File: src/rtl/sprite_rom_scheduler_if.sv
// sprite_rom_scheduler_if
//   Configuration write channel of the sprite ROM scheduler. A write is
//   transferred on a cycle where cfg_valid_in and cfg_ready_out are both high.
//   master : the config source (CPU / register block)
//   slave  : sprite_rom_scheduler
// Signals:
//   cfg_valid_in   a config write is offered
//   cfg_ready_out  a config write can be accepted
//   cfg_idx_in     slot being written
//   cfg_x_in       sprite left edge
//   cfg_y_in       sprite top edge
//   cfg_glyph_in   glyph number in the ROM
//   cfg_en_in      slot enable
interface sprite_rom_scheduler_if #(
  parameter int NUM_SPRITES = 4
);
  localparam int IDX_W = (NUM_SPRITES > 1) ? $clog2(NUM_SPRITES) : 1;

  logic             cfg_valid_in;
  logic             cfg_ready_out;
  logic [IDX_W-1:0] cfg_idx_in;
  logic [10:0]      cfg_x_in;
  logic [9:0]       cfg_y_in;
  logic [3:0]       cfg_glyph_in;
  logic             cfg_en_in;

  modport master (
    output cfg_valid_in, cfg_idx_in, cfg_x_in, cfg_y_in, cfg_glyph_in, cfg_en_in,
    input  cfg_ready_out
  );

  modport slave (
    input  cfg_valid_in, cfg_idx_in, cfg_x_in, cfg_y_in, cfg_glyph_in, cfg_en_in,
    output cfg_ready_out
  );
endinterface

File: src/rtl/sprite_rom_scheduler.sv
// sprite_rom_scheduler
//   Shares one glyph ROM between NUM_SPRITES sprite slots. For each pixel the
//   lowest-index enabled slot covering it wins, the shared ROM address is
//   formed, and the returned byte is turned into a 12-bit grey pixel that is
//   aligned with a delayed hit flag. Pixel latency is 2+ROM_LATENCY cycles.
//   Slot configuration is double-buffered: writes land in shadow registers and
//   are copied to the active set in the commit cycle (hcount_in==0 &&
//   vcount_in==0).
// Optional feature macro: SPRITE_COLLISION_EN adds the sticky collision_out.
// Ports:
//   pixel_clk_in   pixel clock (only clock)
//   rst_in         synchronous active-high reset
//   hcount_in      pixel column, vcount_in pixel row
//   cfg            config write channel (sprite_rom_scheduler_if.slave)
//   rom_addr_out   shared ROM address, rom_data_in ROM byte
//   hit_out        pixel_out comes from a sprite
//   pixel_out      {d[7:4],d[7:4],d[7:4]} or 0
//   collision_out  sticky overlap flag (SPRITE_COLLISION_EN only)
// Parameters H_TOTAL/V_TOTAL give the raster size; cfg_ready_out is a
// register, so its drop in the commit cycle is prepared on the last pixel of
// the frame (H_TOTAL-1, V_TOTAL-1). Acceptance itself is also gated by the
// live commit condition, so a write is never taken in the commit cycle.
module sprite_rom_scheduler #(
  parameter int NUM_SPRITES = 4,
  parameter int WIDTH       = 16,
  parameter int HEIGHT      = 16,
  parameter int ROM_LATENCY = 2,
  parameter int H_TOTAL     = 800,
  parameter int V_TOTAL     = 525
) (
  input  logic        pixel_clk_in,
  input  logic        rst_in,
  input  logic [10:0] hcount_in,
  input  logic [9:0]  vcount_in,
  sprite_rom_scheduler_if.slave cfg,
  output logic [15:0] rom_addr_out,
  input  logic [7:0]  rom_data_in,
  output logic        hit_out,
  output logic [11:0] pixel_out
`ifdef SPRITE_COLLISION_EN
  ,
  output logic        collision_out
`endif
);
  localparam int IDX_W = (NUM_SPRITES > 1) ? $clog2(NUM_SPRITES) : 1;

  typedef struct packed {
    logic        en;
    logic [10:0] x;
    logic [9:0]  y;
    logic [3:0]  glyph;
  } slot_t;

  slot_t                  act_r [NUM_SPRITES];
  slot_t                  shd_r [NUM_SPRITES];
  logic [NUM_SPRITES-1:0] pending_r;
  logic                   ready_r;
  logic [15:0]            rom_addr_r;
  logic [ROM_LATENCY:0]   hit_pipe_r;
  logic                   hit_r;
  logic [11:0]            pixel_r;

  logic                   commit_s;
  logic                   pre_commit_s;
  logic                   accept_s;
  logic [NUM_SPRITES-1:0] hit_vec_s;
  logic                   any_hit_s;
  logic [IDX_W-1:0]       win_s;
  slot_t                  sel_s;
  logic [15:0]            addr_s;
  logic                   unused_rom_bits_s;

  assign commit_s     = (hcount_in == 11'd0) && (vcount_in == 10'd0);
  assign pre_commit_s = (hcount_in == 11'(H_TOTAL - 1)) && (vcount_in == 10'(V_TOTAL - 1));
  assign accept_s     = cfg.cfg_valid_in && ready_r && !commit_s;
  // Low nibble of the ROM byte carries no displayed information.
  assign unused_rom_bits_s = ^rom_data_in[3:0];

  // Ready register: low during reset and in the commit cycle.
  always_ff @(posedge pixel_clk_in) begin
    if (rst_in) begin
      ready_r <= 1'b0;
    end else begin
      ready_r <= !pre_commit_s;
    end
  end

  // Shadow writes on handshake, shadow-to-active copy in the commit cycle.
  always_ff @(posedge pixel_clk_in) begin
    if (rst_in) begin
      for (int i = 0; i < NUM_SPRITES; i++) begin
        act_r[i] <= '0;
        shd_r[i] <= '0;
      end
      pending_r <= '0;
    end else begin
      for (int i = 0; i < NUM_SPRITES; i++) begin
        if (commit_s && pending_r[i]) begin
          act_r[i]     <= shd_r[i];
          pending_r[i] <= 1'b0;
        end else if (accept_s && (cfg.cfg_idx_in == IDX_W'(i))) begin
          shd_r[i]     <= {cfg.cfg_en_in, cfg.cfg_x_in, cfg.cfg_y_in, cfg.cfg_glyph_in};
          pending_r[i] <= 1'b1;
        end
      end
    end
  end

  // Per-slot hit test; 12-bit compares keep an overflowing edge from wrapping.
  always_comb begin
    hit_vec_s = '0;
    for (int i = 0; i < NUM_SPRITES; i++) begin
      hit_vec_s[i] = act_r[i].en
                  && ({1'b0, hcount_in} >= {1'b0, act_r[i].x})
                  && ({1'b0, hcount_in} <  ({1'b0, act_r[i].x} + 12'(WIDTH)))
                  && ({2'b00, vcount_in} >= {2'b00, act_r[i].y})
                  && ({2'b00, vcount_in} <  ({2'b00, act_r[i].y} + 12'(HEIGHT)));
    end
  end

  // Priority select: scanning downward leaves the lowest hitting index.
  always_comb begin
    win_s = '0;
    for (int i = NUM_SPRITES - 1; i >= 0; i--) begin
      win_s = hit_vec_s[i] ? IDX_W'(i) : win_s;
    end
  end

  assign any_hit_s = |hit_vec_s;
  assign sel_s     = act_r[win_s];
  assign addr_s    = 16'(sel_s.glyph) * 16'(WIDTH * HEIGHT)
                   + 16'(vcount_in - sel_s.y) * 16'(WIDTH)
                   + 16'(hcount_in - sel_s.x);

  // S0: ROM address (held on miss) and the hit delay line.
  always_ff @(posedge pixel_clk_in) begin
    if (rst_in) begin
      rom_addr_r <= 16'd0;
      hit_pipe_r <= '0;
    end else begin
      if (any_hit_s) begin
        rom_addr_r <= addr_s;
      end
      hit_pipe_r <= {hit_pipe_r[ROM_LATENCY-1:0], any_hit_s};
    end
  end

  // Output stage: pair the returned byte with its delayed hit flag.
  always_ff @(posedge pixel_clk_in) begin
    if (rst_in) begin
      hit_r   <= 1'b0;
      pixel_r <= 12'd0;
    end else begin
      hit_r   <= hit_pipe_r[ROM_LATENCY];
      pixel_r <= hit_pipe_r[ROM_LATENCY] ? {3{rom_data_in[7:4]}} : 12'd0;
    end
  end

  assign cfg.cfg_ready_out = ready_r;
  assign rom_addr_out      = rom_addr_r;
  assign hit_out           = hit_r;
  assign pixel_out         = pixel_r;

`ifdef SPRITE_COLLISION_EN
  logic                 coll_s0_s;
  logic [ROM_LATENCY:0] coll_pipe_r;
  logic                 collision_r;

  // More than one bit set in the hit vector means overlapping sprites.
  assign coll_s0_s = (hit_vec_s & (hit_vec_s - NUM_SPRITES'(1))) != '0;

  // Collision delay line and sticky flag; a new hit outranks the commit clear.
  always_ff @(posedge pixel_clk_in) begin
    if (rst_in) begin
      coll_pipe_r <= '0;
      collision_r <= 1'b0;
    end else begin
      coll_pipe_r <= {coll_pipe_r[ROM_LATENCY-1:0], coll_s0_s};
      if (coll_pipe_r[ROM_LATENCY]) begin
        collision_r <= 1'b1;
      end else if (commit_s) begin
        collision_r <= 1'b0;
      end
    end
  end

  assign collision_out = collision_r;
`endif

endmodule

File: src/flat_wrapper.sv
// flat-port wrapper written by rule: the top's interface ports become plain ports
module sprite_rom_scheduler_flat 
#(
  parameter int NUM_SPRITES = 4,
  parameter int WIDTH       = 16,
  parameter int HEIGHT      = 16,
  parameter int ROM_LATENCY = 2,
  parameter int H_TOTAL     = 800,
  parameter int V_TOTAL     = 525
)
  (pixel_clk_in, rst_in, hcount_in, vcount_in, rom_addr_out, rom_data_in, hit_out, pixel_out, cfg_cfg_valid_in, cfg_cfg_idx_in, cfg_cfg_x_in, cfg_cfg_y_in, cfg_cfg_glyph_in, cfg_cfg_en_in, cfg_cfg_ready_out);
  sprite_rom_scheduler_if #(.NUM_SPRITES(NUM_SPRITES)) cfg_i ();
  input  logic pixel_clk_in;
  input  logic rst_in;
  input  logic [10:0] hcount_in;
  input  logic [9:0] vcount_in;
  output logic [15:0] rom_addr_out;
  input  logic [7:0] rom_data_in;
  output logic hit_out;
  output logic [11:0] pixel_out;
  input wire logic [$bits(cfg_i.cfg_valid_in)-1:0] cfg_cfg_valid_in;
  input wire logic [$bits(cfg_i.cfg_idx_in)-1:0] cfg_cfg_idx_in;
  input wire logic [$bits(cfg_i.cfg_x_in)-1:0] cfg_cfg_x_in;
  input wire logic [$bits(cfg_i.cfg_y_in)-1:0] cfg_cfg_y_in;
  input wire logic [$bits(cfg_i.cfg_glyph_in)-1:0] cfg_cfg_glyph_in;
  input wire logic [$bits(cfg_i.cfg_en_in)-1:0] cfg_cfg_en_in;
  output wire logic [$bits(cfg_i.cfg_ready_out)-1:0] cfg_cfg_ready_out;
  assign cfg_i.cfg_valid_in = cfg_cfg_valid_in;
  assign cfg_i.cfg_idx_in = cfg_cfg_idx_in;
  assign cfg_i.cfg_x_in = cfg_cfg_x_in;
  assign cfg_i.cfg_y_in = cfg_cfg_y_in;
  assign cfg_i.cfg_glyph_in = cfg_cfg_glyph_in;
  assign cfg_i.cfg_en_in = cfg_cfg_en_in;
  assign cfg_cfg_ready_out = cfg_i.cfg_ready_out;
  sprite_rom_scheduler #(.NUM_SPRITES(NUM_SPRITES), .WIDTH(WIDTH), .HEIGHT(HEIGHT), .ROM_LATENCY(ROM_LATENCY), .H_TOTAL(H_TOTAL), .V_TOTAL(V_TOTAL)) u_core (.pixel_clk_in(pixel_clk_in), .rst_in(rst_in), .hcount_in(hcount_in), .vcount_in(vcount_in), .cfg(cfg_i), .rom_addr_out(rom_addr_out), .rom_data_in(rom_data_in), .hit_out(hit_out), .pixel_out(pixel_out));
endmodule
File: config.mk
export PLATFORM = sky130hd
export DESIGN_NAME = sprite_rom_scheduler_flat
export DESIGN_NICKNAME = d
export VERILOG_FILES = /design/src/rtl/sprite_rom_scheduler_if.sv /design/src/rtl/sprite_rom_scheduler.sv /design/src/flat_wrapper.sv
export SDC_FILE = /design/constraint.sdc
export NUM_CORES = 1
export LEC_CHECK = 0
export ABC_AREA = 1
export CORE_UTILIZATION = 30
export DETAILED_ROUTE_END_ITERATION = 12
export SLEW_MARGIN = 30
export SYNTH_ARGS = -nofsm -noshare
export SYNTH_HDL_FRONTEND = slang
export SYNTH_SLANG_ARGS = --single-unit
File: constraint.sdc
create_clock -name pixel_clk_in -period 9.28 [get_ports pixel_clk_in]
set_input_delay 2.784 -clock pixel_clk_in [delete_from_list [all_inputs] [get_ports pixel_clk_in]]
set_output_delay 2.784 -clock pixel_clk_in [all_outputs]
set_load 0.02 [all_outputs]
**Yosys cells after proc, flatten, opt, wreduce, memory -nomap -nowiden**

Memory sizes are Yosys's and may differ from the RTL's.
Cells that the tools add are included.

- Output and inout port bits: 30
- Logic and storage cells: 134
- ROM bits: 0
- Latch bits: 0
- Memories: 2
- RAM bits: 208
- Register bits after elaboration: 37
- Bits of input ports: 60

Memory list:

| name | words | width | read ports | clocked after Yosys merged registers in | wr ports | RTL line | RTL |
|---|---|---|---|---|---|---|---|
| u_core.act_r | 4 | 26 | 5 | 0 | 4 | sprite_rom_scheduler.sv:54 | `slot_t act_r [NUM_SPRITES];` |
| u_core.shd_r | 4 | 26 | 4 | 0 | 4 | sprite_rom_scheduler.sv:55 | `slot_t shd_r [NUM_SPRITES];` |

- Eq/ne operators: 5
- $mul: 0
- Reductions and logical operators: 39
- Shift-type cells: 0
- Multiplexer cells: 42
- Bitwise gates (word level): 9
- $lt $le $gt $ge: 16
- Add/subtract/negate cells: 12
- Div/mod/pow operators: 0

Operator list:

| operator | count |
|---|---|
| 26-bit 2-to-1 mux | 8 |
| 11-bit by 5-bit adder with 12-bit output (second input constant) | 4 |
| 10-bit by 12-bit < comparator with 1-bit output | 4 |
| 11-bit by 12-bit < comparator with 1-bit output | 4 |
| 10-bit by 5-bit adder with 11-bit output (second input constant) | 4 |
| 11-bit greater-or-equal comparator | 4 |
| 10-bit greater-or-equal comparator | 4 |
| 1-bit 2-to-1 mux | 30 |
| 1-bit logical AND | 28 |
| 12-bit by 16-bit adder with 16-bit output | 1 |
| 16-bit adder | 1 |
| 11-bit by 11-bit subtractor with 12-bit output | 1 |
| 11-bit by 10-bit == test with 1-bit output (second input constant) | 1 |
| 11-bit logical NOT | 1 |
| 10-bit by 10-bit subtractor with 11-bit output | 1 |
| 10-bit == test (second input constant) | 1 |
| 10-bit logical NOT | 1 |
| 2-bit OR reduction | 5 |
| 2-bit 2-to-1 mux | 4 |
| 1-bit bitwise OR | 8 |
| 2-bit == test (second input constant) | 2 |
| 4-bit OR reduction | 1 |
| 2-bit by 1-bit == test with 1-bit output (second input constant) | 1 |
| 1-bit logical NOT | 2 |
| other kinds (2) | 2 |

**Logic depth before layout (Yosys ltp)**

An unclocked memory read counts as a cell.

- Word-level depth: 14
- Mapped depth: 45
- Mapped depth without buffers: 44

**Worst setup path after synthesis**

OpenSTA, ideal clock, no wires.

- Kind: input to register
- Start: in hcount_in[4]
- End: reg u_core.rom_addr_r[15], in the netlist u_core.rom_addr_out[15]
- Required time: 9.162 ns
- Stages: 34
- Slack: 1.694 ns
- Setup time: 0.118 ns
- Arrival time: 7.468 ns
- Path buffers: 1
- Cell sequence: ha_1 > inv_1 > nor3_1 > nand3b_1 > nand2_1 > a21oi_1 > nor2_1 > nand4_2 > nand2_2 > buf_2 > nand3_1 > nand3_1 > nand2_1 > ha_1 > a21oi_1 > nand2_1 > a21oi_1 > inv_1 > a21oi_1 > o21ai_0 > a21o_1 > a21oi_1 > inv_1 > fa_1 > inv_1 > ha_1 > inv_1 > nor3_1 > nand3_1 > nand4_1 > xor2_1 > o21ai_0 > nand2_1 > nor2_1

- Longest elaborated chain between the ends: 13
- Elaborated cells between the ends (all ways): 34
- Classes of those cells: add/sub: 4; order compare: 8; mux: 4; reduce/logical: 17; memory: 1

Ends and longest elaborated chain:

| item | RTL line | RTL |
|---|---|---|
| from (decl) | flat_wrapper.sv:15 | `input logic [10:0] hcount_in;` |
| 11-bit greater-or-equal comparator | sprite_rom_scheduler.sv:114 | `&& ({1'b0, hcount_in} >= {1'b0, act_r[i].x})` |
| 1-bit logical AND | sprite_rom_scheduler.sv:114 |  |
| 1-bit logical AND | sprite_rom_scheduler.sv:115 | `&& ({1'b0, hcount_in} < ({1'b0, act_r[i].x} + 12'(WIDTH)))` |
| 1-bit logical AND | sprite_rom_scheduler.sv:116 | `&& ({2'b00, vcount_in} >= {2'b00, act_r[i].y})` |
| 1-bit logical AND | sprite_rom_scheduler.sv:117 | `&& ({2'b00, vcount_in} < ({2'b00, act_r[i].y} + 12'(HEIGHT)));` |
| 2-bit 2-to-1 mux (4 in a row) | sprite_rom_scheduler.sv:125 | `win_s = hit_vec_s[i] ? IDX_W'(i) : win_s;` |
| memory read 4 x 26 bit | n/a |  |
| 10-bit by 10-bit subtractor with 11-bit output | sprite_rom_scheduler.sv:132 | `+ 16'(vcount_in - sel_s.y) * 16'(WIDTH)` |
| 12-bit by 16-bit adder with 16-bit output | sprite_rom_scheduler.sv:132 |  |
| 16-bit adder | sprite_rom_scheduler.sv:133 | `+ 16'(hcount_in - sel_s.x);` |
| to (signal assigned) | sprite_rom_scheduler.sv:142 | `rom_addr_r <= addr_s;` |
| to (decl) | sprite_rom_scheduler.sv:58 | `logic [15:0] rom_addr_r;` |

Parallel ways exist; a longest one is shown, timed or not.
A chain may end at the register's enable or synchronous reset.

**Final worst setup path**

- Start: in hcount_in[5]
- End: reg u_core.rom_addr_r[15], in the netlist u_core.rom_addr_out[15]

Same word-level chain as after synthesis.

==> results.cfg <==
[power]
clockPowerShare = 0.338
internal-power_mw = 2.05
p_switching_uw = 873
ir_worst_vdd_v = 0.000124
switching_share = 0.299
leakagePower_nw = 8.23
power_frac_comb = 0.241
pwr-share-seq = 0.420
power_per_cell_area_nw_per_um2 = 160

[cts]
clk_transition_reported_paths_ns = 0.06
holdBufCountCts = 0
post_cts_buffers = 0
htree_levels = 1
clk_latency_ns = 0.55
cts_tree = done
cts_resized = 0
cts_sinks = 237
cts-root-buf = clkbuf_16
cts_buffers = 26
cts_max_path_buffers = 3

[critical_path]
crit_end = u_core.rom_addr_out[15]
rr_startpoint = u_core.act_r[0][18]
r2r-end = u_core.rom_addr_out[15]
slowest_delay_ns = 0.80
arrival_ns = 9.07
reg2reg_depth = 38
cp.required_ns = 9.71
critPathLaunch = hcount_in[5]
worstSetupPathType = in -> reg
rrSetupSlack_ns = 2.75
cp-start-kind = input port
critical_path.max_fanout = 31
end_kind = register
cp_slowest_cell = clkdlybuf4s50_1
critPathMostFrequentCell = nand2_1

[floorplan]
die_x_um = 231
io_pins = 90
die-area_um2 = 53300
core_um2 = 51500
rows = 83
chipHeight_um = 231
start_util = 0.305

[detailed_routing]
num_vias = 12151
wl_per_cell_um = 15.6
totalWireLength_mm = 41.5
via_per_inst = 4.56
drtIter0Drc = 717
ant_nets = 0
drc = 0
drtPass1Iterations = 6

[timing]
fin_ws_ns = 0.647
setup_violations = 0
finalSetupTns_ns = 0
drv_slew = 0
fmax_mhz = 116
fin_crit_sh = 0.930
fin_crit_ns = 8.63
worst_pin_slew_ns = 0.747
finalHoldViolations = 0
rsz0062_at_grt = false
finClkSkew_ns = 0.0138
maxSlewHeadroom = 0.500

[hold_path]
hold_path_class = reg -> reg
hold_path_startpoint = u_core.hit_pipe_r[0]

[grt]
grt_overflow_total = 0
grt_max_degree = 53
grt_pass1_vias = 11998
grt_antenna_before_repair = 0
grtUsageTotal = 0.157
grt_first_pass_wirelength_mm = 65.3

[synthesis]
avgSynthCellArea_um2 = 8.44
synth_area_leaders = edfxtp_1, ha_1, inv_1, nor2_1, nand2_1
syn_inst = 1862
synth_area_um2 = 15700
synth-seq-cells = 237
synthTopCellsByCount = inv_1, nor2_1, nand2_1, edfxtp_1, ha_1
synth_most_common_cell = inv_1
synth_top_area_frac = 0.397
ys_seq_area_frac = 0.434
yosys.cell_types.count = 47
synth_edf_count = 208
synth_largest_area_cell = edfxtp_1
yosysWarnings = 0
synth-main-ff-cell = edfxtp_1
synth_nets = 2111
ys_async_sr_fraction = 0

[outcome]
status = finished clean

[placement]
pre_cts_ws_ns = 0.0981
portBuffers = 85
hpwl_mm = 31.6
globalplace.congestion = 0.868

[cells_and_area]
nets = 2213
syn2layout_area_growth_pct = 16.4
nFillCells = 5346
drive_gt1_frac = 0.0545

[run]
maxCapViolCount = 0
[layout make-up]
class	instances	area [µm²]	area share
Multi-Input combinational cell	1229	7350	0.402
Sequential cell	237	6830	0.373
Inverter	347	1300	0.0712
Timing Repair Buffer	123	1160	0.0634
Tap cell	680	851	0.0465
Clock buffer	34	712	0.0389
Clock inverter	13	92.6	0.00506
Antenna cell	1	2.50	0.000137
[cell usage in the layout (no fill, tap or decap), types with 6 or more instances in the layout]
cell type and instances:
nand2_1 294, edfxtp_1 208, nor3_1 23, inv_1 341, clkbuf_16 27, xor2_1 46
fa_1 7, buf_4 36, nand4_1 12, clkdlybuf4s50_1 85, clkinv_1 6, o21a_1 9
nor2_1 310, o21ai_0 20, xnor2_1 15, clkbuf_1 6, nand2_2 12, a21o_1 8
nor4_1 8, ha_1 182, dfxtp_1 29, a21oi_1 80, nand3_1 154
[logic make-up (layout without fill, tap and decap cells)]
family	count (synthesis)	count (layout)	synth area share
simple gates	837	837	0.226
buf+inv	396	517	0.101
flops	237	237	0.434
fa+ha+maj	189	189	0.154
compound gates	142	142	0.0512
xor+xnor	61	61	0.0340
other cells	0	1	0
[how the worst min path moves through the flow]
stage | cells past startpoint | end | slack (ns)
floorplan | 2 | u_core.hit_pipe_r[1] | 0.39
global placement | 2 | u_core.hit_pipe_r[1] | 0.39
detailed placement | 2 | u_core.hit_pipe_r[1] | 0.40
CTS | 2 | u_core.hit_pipe_r[1] | 0.41
global route | 2 | u_core.hit_pipe_r[1] | 0.42
finish | 2 | u_core.hit_pipe_r[1] | 0.41
[state kept, by name, indices dropped and copies added (netlist names)]
signal and count:
u_core.pending_r 4, u_core.rom_addr_out 16, u_core.pixel_out 4, u_core.hit_pipe_r 3, u_core.act_r 104, u_core.shd_r 104
u_core.hit_out 1, u_core.cfg.cfg_ready_out 1
[metrics by stage]
| step | hold slack (ns) | area [µm²] | total power [mW] | std cells | utilization |
|---|---|---|---|---|---|
| after global placement | 0.391 | 17500 | 1.94 | 2616 | 0.339 |
| after floorplan | 0.388 | 15700 | 1.72 | 1862 | - |
| final | 0.409 | 18300 | 2.92 | 2664 | 0.355 |
| after global routing | 0.423 | 18300 | 3.09 | 2663 | 0.355 |
| after detailed placement | 0.398 | 17500 | 1.95 | 2616 | 0.340 |
| after CTS | 0.407 | 18300 | 2.95 | 2663 | 0.355 |
[routing by layer]
metal	vias up	GRT usage	routed length, µm
li1	6221	-	-
met1	5614	0.215	19700
met2	258	0.258	18800
met3	58	0.0185	1920
met4	0	0.0495	1140
met5	-	0	0
[critical path, delay by kind of cell]
family | cells | cell delay (ns)
AOI/OAI and AO/OA | 5 | 0.79
xor gates and xnor gates | 2 | 0.30
adders and majority gates | 5 | 1.63
and+or+nand+nor | 20 | 2.19
buffers and inverters | 4 | 1.33
[power groups by stage]
stage	clock (mW)	combinational, mW	sequential (mW)
6_report	0.988	0.705	1.23
5_1_grt	1.05	0.803	1.23
4_1_cts	1.01	0.709	1.23
3_5_place_dp	0	0.701	1.25
3_3_place_gp	0	0.690	1.25
2_1_floorplan	0	0.476	1.25
(Power assumes the default switching activity.)
